==> src/rtl/bit_serial_alu_if.sv <==
// Handshake and operand/result bundle for bit_serial_alu.
// master = issuing controller, slave = the ALU front end.
interface bit_serial_alu_if #(
  parameter int WIDTH = 32
);
  logic             start;
  logic [1:0]       op;
  logic [WIDTH-1:0] a;
  logic [WIDTH-1:0] b;
  logic             busy;
  logic             done;
  logic [WIDTH-1:0] result;
  logic             carry_out;

  modport master (output start, op, a, b, input busy, done, result, carry_out);
  modport slave  (input start, op, a, b, output busy, done, result, carry_out);
endinterface

==> src/rtl/bit_serial_alu.sv <==
// Bit-serial ALU front end: feeds one operand bit pair per clock (LSB first)
// to 1-bit AND/OR/adder slices and shifts the slice result back into a word.
// Optional feature macro: BIT_SERIAL_ALU_SUB_EN (op=11 performs a-b; when
// undefined, op=11 aliases ADD).
module bit_serial_alu #(
  parameter int WIDTH = 32
) (
  input logic           clk,
  input logic           rst,
  bit_serial_alu_if.slave bus
);
  localparam int CW = (WIDTH > 2) ? $clog2(WIDTH) : 1;

  typedef enum logic [1:0] {S_IDLE, S_RUN, S_DONE} state_t;

  state_t           state_q, state_d;
  logic [CW-1:0]    cnt_q;
  logic [WIDTH-1:0] a_sh, b_sh, res_q;
  logic [1:0]       op_q;
  logic             c_q, cout_q;
  logic             accept, last;
  logic             bit_a, bit_b, bit_r, c_nxt;
  logic             busy_d, done_d;

  assign accept = bus.start && (state_q == S_IDLE || state_q == S_DONE);
  assign last   = (cnt_q == CW'(WIDTH - 1));

  // state register
  always_ff @(posedge clk or posedge rst) begin
    if (rst) state_q <= S_IDLE;
    else     state_q <= state_d;
  end

  // next-state: start is only honoured outside RUN; DONE may chain directly into RUN
  always_comb begin
    state_d = state_q;
    case (state_q)
      S_IDLE:  if (bus.start) state_d = S_RUN;
      S_RUN:   if (last)      state_d = S_DONE;
      S_DONE:  state_d = bus.start ? S_RUN : S_IDLE;
      default: state_d = S_IDLE;
    endcase
  end

  // outputs decode straight from the state register, so nothing combinational reaches them from inputs
  always_comb begin
    busy_d = (state_q == S_RUN);
    done_d = (state_q == S_DONE);
  end

  assign bus.busy      = busy_d;
  assign bus.done      = done_d;
  assign bus.result    = res_q;
  assign bus.carry_out = cout_q;

  // 1-bit slice: subtraction is a + ~b + 1, so b is inverted and carry preset to 1
  always_comb begin
    bit_a = a_sh[0];
`ifdef BIT_SERIAL_ALU_SUB_EN
    bit_b = b_sh[0] ^ (op_q == 2'b11);
`else
    bit_b = b_sh[0];
`endif
    case (op_q)
      2'b00:   bit_r = bit_a & bit_b;
      2'b01:   bit_r = bit_a | bit_b;
      default: bit_r = bit_a ^ bit_b ^ c_q;
    endcase
    c_nxt = op_q[1] ? ((bit_a & bit_b) | (bit_a & c_q) | (bit_b & c_q)) : 1'b0;
  end

  // operand capture, serial shifting and result collection
  always_ff @(posedge clk or posedge rst) begin
    if (rst) begin
      a_sh   <= '0;
      b_sh   <= '0;
      res_q  <= '0;
      op_q   <= 2'b00;
      c_q    <= 1'b0;
      cout_q <= 1'b0;
      cnt_q  <= '0;
    end else if (accept) begin
      a_sh   <= bus.a;
      b_sh   <= bus.b;
      op_q   <= bus.op;
      res_q  <= '0;
      cout_q <= 1'b0;
      cnt_q  <= '0;
`ifdef BIT_SERIAL_ALU_SUB_EN
      c_q    <= (bus.op == 2'b11);
`else
      c_q    <= 1'b0;
`endif
    end else if (state_q == S_RUN) begin
      a_sh  <= {1'b0, a_sh[WIDTH-1:1]};
      b_sh  <= {1'b0, b_sh[WIDTH-1:1]};
      res_q <= {bit_r, res_q[WIDTH-1:1]};
      c_q   <= c_nxt;
      cnt_q <= cnt_q + CW'(1);
      if (last) cout_q <= c_nxt;
    end
  end
endmodule

==> src/flat_wrapper.sv <==
// flat-port wrapper written by rule: the top's interface ports become plain ports
module bit_serial_alu_flat 
#(
  parameter int WIDTH = 32
)
  (clk, rst, bus_start, bus_op, bus_a, bus_b, bus_busy, bus_done, bus_result, bus_carry_out);
  bit_serial_alu_if #(.WIDTH(WIDTH)) bus_i ();
  input logic clk;
  input logic rst;
  input wire logic [$bits(bus_i.start)-1:0] bus_start;
  input wire logic [$bits(bus_i.op)-1:0] bus_op;
  input wire logic [$bits(bus_i.a)-1:0] bus_a;
  input wire logic [$bits(bus_i.b)-1:0] bus_b;
  output wire logic [$bits(bus_i.busy)-1:0] bus_busy;
  output wire logic [$bits(bus_i.done)-1:0] bus_done;
  output wire logic [$bits(bus_i.result)-1:0] bus_result;
  output wire logic [$bits(bus_i.carry_out)-1:0] bus_carry_out;
  assign bus_i.start = bus_start;
  assign bus_i.op = bus_op;
  assign bus_i.a = bus_a;
  assign bus_i.b = bus_b;
  assign bus_busy = bus_i.busy;
  assign bus_done = bus_i.done;
  assign bus_result = bus_i.result;
  assign bus_carry_out = bus_i.carry_out;
  bit_serial_alu #(.WIDTH(WIDTH)) u_core (.clk(clk), .rst(rst), .bus(bus_i));
endmodule
==> config.mk <==
export PLATFORM = sky130hd
export DESIGN_NAME = bit_serial_alu_flat
export DESIGN_NICKNAME = d
export VERILOG_FILES = /design/src/rtl/bit_serial_alu_if.sv /design/src/rtl/bit_serial_alu.sv /design/src/flat_wrapper.sv
export SDC_FILE = /design/constraint.sdc
export NUM_CORES = 1
export LEC_CHECK = 0
export CAP_MARGIN = 40
export CORE_ASPECT_RATIO = 0.6
export CORE_MARGIN = 4
export CORE_UTILIZATION = 35
export CTS_CLUSTER_SIZE = 20
export DETAILED_ROUTE_END_ITERATION = 6
export HOLD_SLACK_MARGIN = 0.03
export SLEW_MARGIN = 20
export SYNTH_ARGS = -nofsm -noshare
export SYNTH_HDL_FRONTEND = slang
export SYNTH_SLANG_ARGS = --single-unit
==> constraint.sdc <==
create_clock -name clk -period 7.6 [get_ports clk]
set_input_delay 1.52 -clock clk [delete_from_list [all_inputs] [get_ports clk]]
set_output_delay 1.52 -clock clk [all_outputs]
set_load 0.02 [all_outputs]
# Word-level counts from Yosys, hierarchy flattened
# Index checks and enable logic that the tools add are counted.
# classes
n_addsub	1
reduce_logical	8
n_mux	19
n_bitwise	8
eq_ne	6
# ops
cell	n
$mux W32	6
$mux W5	2
$mux W1	7
$pmux W2 S3	1
$add A5 B1 Y5 const B	1
$eq A5 B5 Y1 const B	1
$eq A2 B1 Y1 const B	2
$logic_not A2 Y1	2
$mux W2	2
$reduce_and A2 Y1	2
$reduce_bool A2 Y1	2
$and A1 B1 Y1	3
$or A1 B1 Y1	3
$eq A2 B2 Y1 const B	1
$ne A2 B1 Y1 const B	1
$ne A2 B2 Y1 const B	1
$pmux W1 S2	1
$xor A1 B1 Y1	2
$logic_and A1 B1 Y1	1
$logic_or A1 B1 Y1	1
# totals
ff_bits	107
input_bits	69
word_cells	50

# Longest topological paths before layout
# depth
ltp_word	7
mapped_depth	6

# Least setup slack after synthesis
# OpenSTA, ideal clock, no wires.
# synth_path
kind	flip-flop to output port
startpoint	register u_core.state_q[1]
endpoint	output bus_busy
arrival_ns	1.018
slack_ns	5.062
t_required_ns	6.080
stages_incl_launch_ff	5
path_cell_list	dfrtp_1 > nand2b_1 > inv_2 > buf_4 > buf_2
# synth_via
elab_chain_len	1
# synth_lines
element	line_no	text
from (decl)	bit_serial_alu.sv:16	state_t state_q, state_d;
from (signal assigned)	bit_serial_alu.sv:31	else state_q <= state_d;
$eq A2 B1 Y1	bit_serial_alu.sv:47	busy_d = (state_q == S_RUN);
to (decl)	flat_wrapper.sv:14	output wire logic [$bits(bus_i.busy)-1:0] bus_busy;
# No other way between the ends.

# Worst setup path in the final report
# layout_path
startpoint	register u_core.state_q[0]
endpoint	output bus_busy
# Same word-level chain as after synthesis.

==> run_results.csv <==
group,metric,value,unit
run_status,outcome,"completed",
sta,tightest_slew,0.814,ns
sta,setup_ws,3.90,ns
setup_path,slowest_stage_cell_cp,"sky130_fd_sc_hd__clkdlybuf4s50_1",
yosys,synth-edff-count,0,
floorplanning,initial_core_util,36.5,%
power,sequential_share_of_power,43.1,%
setup_path,critical_path_class,"reg2out",
setup_path,path_max_fanout,67,
yosys,syn_nets,484,
grt,grt.total_usage,15.3,%
sta,final_count_of_negative_setup_slack_endpoints,0,
cts,cts.clk_slew.worst_paths,0.07,ns
setup_path,critical_path_required,6.08,ns
yosys,ys_seq_area_share,59.9,%
cts,tritoncts_clock_tree,"yes",
finish,drive_above_1_share,5.80,%
setup_path,cp_slowest_stage_delay,0.57,ns
sta,fin_skew,0.00840,ns
finish,area_of_the_multi_input_gates,1590,um2
yosys,synth_commonest_cells,"sky130_fd_sc_hd__dfrtp_1 (107), sky130_fd_sc_hd__nand2_1 (74), sky130_fd_sc_hd__nand3_1 (60), sky130_fd_sc_hd__a22oi_1 (58), sky130_fd_sc_hd__a22o_1 (35)",
cts,cts.hold.buffers_added,0,
cts,clock_latency,0.34,ns
placed_design,dpl.hpwl,7.08,mm
cts,cts_resized,0,
setup_path,critical_path_cell_list,"nand2b_2 > buf_4 > clkinv_2 > clkdlybuf4s50_1",
finish,area_added_between_synthesis_and_finish,32.8,%
sta,maxSlewHeadroom,45.6,%
drt,avgRoutedWirePerCell,16.9,um
yosys,synthMostInstantiatedCell,"sky130_fd_sc_hd__dfrtp_1",
sta,final_layout_worst_hold_slack,0.487,ns
floorplanning,die_width,154,um
floorplanning,die_height,95.5,um
power,pwr_density_cell,383,nW/um2
sta,hold_violations,0,
yosys,netlist_top_cells_area,"sky130_fd_sc_hd__dfrtp_1 (60%), sky130_fd_sc_hd__a22oi_1 (9.7%), sky130_fd_sc_hd__a22o_1 (6.9%)",
worst_hold_path,hold_path_class,"reg2reg",
placed_design,port_buffers,103,
power,share_comb_of_total_power,35.0,%
power,clockPowerShare,21.9,%
power,max-vdd-ir-drop,0.000168,V
power,power.static_leakage,2.71,nW
drt,number_of_nets_with_antenna_violations_after_detailed_routing,0,
yosys,synth_async_sr_flop_share,100,%
drt,via_total_after_detailed_routing,3537,
placed_design,dpl_worst_slack,4.05,ns
cts,clockRootBuffer,"sky130_fd_sc_hd__clkbuf_16",
finish,layout.filler_cells,1126,
yosys,number_of_standard_cells_after_synthesis,410,
sta,total_neg_setup_slack,0,ns
setup_path,timing.critical_path.buf_inv,3,
drt,drc_errors,0,
finish,num_antenna_cells,0,
cts,clockBufferDepth,2,
drt,drt-total-wl,11.2,mm
setup_path,critical_path.top_delay_family,"buffers and inverters",
grt,grt_pass1_vias,3414,
setup_path,critical_path.startpoint_type,"flip-flop",
cts,h-tree-depth,3,
floorplanning,fp.coreArea,12300,um2
setup_path,worst_endpoint_data_arrival_time,2.18,ns
run,timing.max_cap.violations,0,
cts,cts_buf_count,9,
sta,slew_violations,0,
finish,total_number_of_nets_in_the_final_design,569,
yosys,synth_top_cell_by_area,"sky130_fd_sc_hd__dfrtp_1",
drt,detailedRoute.firstIterationViolations,309,
sta,period_needed,3.70,ns
power,fin_total_pwr,2.27,mW
floorplanning,design.die.area,14700,um2
setup_path,endpoint_kind,"primary output",
power,netSwitchingPower,788,uW
cts,postCtsSetupRepairBufs,0,
sta,rsz0062_at_grt,"false",
grt,overflow,0,
sta,maxClockFrequency,0.270,GHz
sta,final.period_utilization,48.7,%
yosys,synth_top_area_share,59.9,%
yosys,seq_cells_post_synth,107,
drt,drtPass1Iterations,4,
yosys,yosys.cell_types.count,30,
placed_design,routabilityCongestion,0.724,
cts,numClockSinks,107,
drt,route.detailed.vias_per_inst,5.32,
yosys,yosys_warnings,0,
floorplanning,row_count,31,
grt,grt_max_degree,71,
grt,grt_pass1_wl,18.2,mm
power,power.switching_fraction,34.7,%
floorplanning,ios,104,
power,cellInternalPower,1.48,mW
grt,initial_antenna_violation_count,0,
yosys,post_synth_instance_area,4470,um2
yosys,synth_area_per_cell,10.9,um2
placed_design,placed_area,5590,um2
yosys,synth_top_flop_cell,"sky130_fd_sc_hd__dfrtp_1",
finish,layout.cell_area.non_filler,5930,um2
finish,final-seq-area,2680,um2
## layout by cell type (no fill, tap or decap), types with 4 or more instances in the layout
cell                              count
sky130_fd_sc_hd__nand3_1             60
sky130_fd_sc_hd__a22o_1              35
sky130_fd_sc_hd__clkdlybuf4s50_1    103
sky130_fd_sc_hd__nor2_1               4
sky130_fd_sc_hd__clkbuf_16            9
sky130_fd_sc_hd__dfrtp_1            107
sky130_fd_sc_hd__nand2_1             74
sky130_fd_sc_hd__ha_1                 4
sky130_fd_sc_hd__a22oi_1             58
sky130_fd_sc_hd__inv_1                4
sky130_fd_sc_hd__clkinvlp_4           4
sky130_fd_sc_hd__buf_4                5
## cells by family (layout without fill, tap and decap cells)
group	count (synthesis)	count (layout)	synth area share (%)
simple gates	150	150	15.0
flops	107	107	59.9
compound gates	104	104	18.2
buf+inv	42	132	4.84
fa+ha+maj	5	5	1.57
xor+xnor	1	1	0.196
mux	1	1	0.224
## state kept, by name, summed over array words and instances (netlist names)
signal and flops:
u_core.a_sh 32, u_core.b_sh 32, u_core.bus.carry_out 1, u_core.bus.result 32, u_core.c_q 1, u_core.cnt_q 5
u_core.op_q 2, u_core.state_q 2
## final cells by class
type                       instances  share of cell area [%]
clock buffer                      10                    3.86
clock inverter                     6                    1.52
inverter                           6                   0.443
multi-input combinational        261                    26.7
sequential                       107                    45.1
tap                              165                    3.48
timing repair buffer             110                    18.8
## path summary, 6_finish.rpt
kind,from,to,depth (start not counted),slack [ns]
min reg2reg,u_core.b_sh[3]$_DFFE_PP0P_,u_core.b_sh[2]$_DFFE_PP0P_,2,0.49
max,u_core.state_q[0]$_DFFE_PP0P_,bus_busy,4,3.90
min,u_core.b_sh[3]$_DFFE_PP0P_,u_core.b_sh[2]$_DFFE_PP0P_,2,0.49
max reg2reg,u_core.state_q[0]$_DFFE_PP0P_,u_core.bus.result[6]$_DFFE_PP0P_,6,4.98
min in group asynchronous,rst,u_core.b_sh[4]$_DFFE_PP0P_,2,1.59
max in group asynchronous,rst,u_core.bus.result[0]$_DFFE_PP0P_,4,5.13
## worst register-to-register path: stages (launching register included)
cell and delay, ns:
sky130_fd_sc_hd__dfrtp_1 0.45, sky130_fd_sc_hd__nand2b_2 0.09, sky130_fd_sc_hd__buf_4 0.55, sky130_fd_sc_hd__clkinv_2 0.19, sky130_fd_sc_hd__buf_4 0.32, sky130_fd_sc_hd__nor2_4 0.71, sky130_fd_sc_hd__a22o_1 0.25
## routing by layer
metal | up-vias | track usage (%) | wire length (um)
met2 | 101 | 21.4 | 4640
met3 | 2 | 5.80 | 802
met5 | - | 0 | 0
li1 | 1647 | - | -
met4 | 0 | 2.87 | 20
met1 | 1787 | 22.8 | 5750
## power groups by stage
| stage | sequential (mW) | clock (mW) | combinational [mW] |
|---|---|---|---|
| after floorplan | 1.03 | 0 | 0.456 |
| after global placement | 0.980 | 0 | 0.771 |
| after detailed placement | 0.985 | 0 | 0.803 |
| after CTS | 0.978 | 0.510 | 0.808 |
| after global routing | 1.01 | 0.532 | 0.882 |
| final | 0.978 | 0.497 | 0.796 |
## through the flow
stage / utilization (%) / instances
4_1_cts: 48.2 / 664
5_1_grt: 48.4 / 665
6_report: 48.4 / 665
3_3_place_gp: 45.4 / 647
2_1_floorplan: - / 410
3_5_place_dp: 45.6 / 648
No activity file was read; power rests on OpenSTA's default activity.
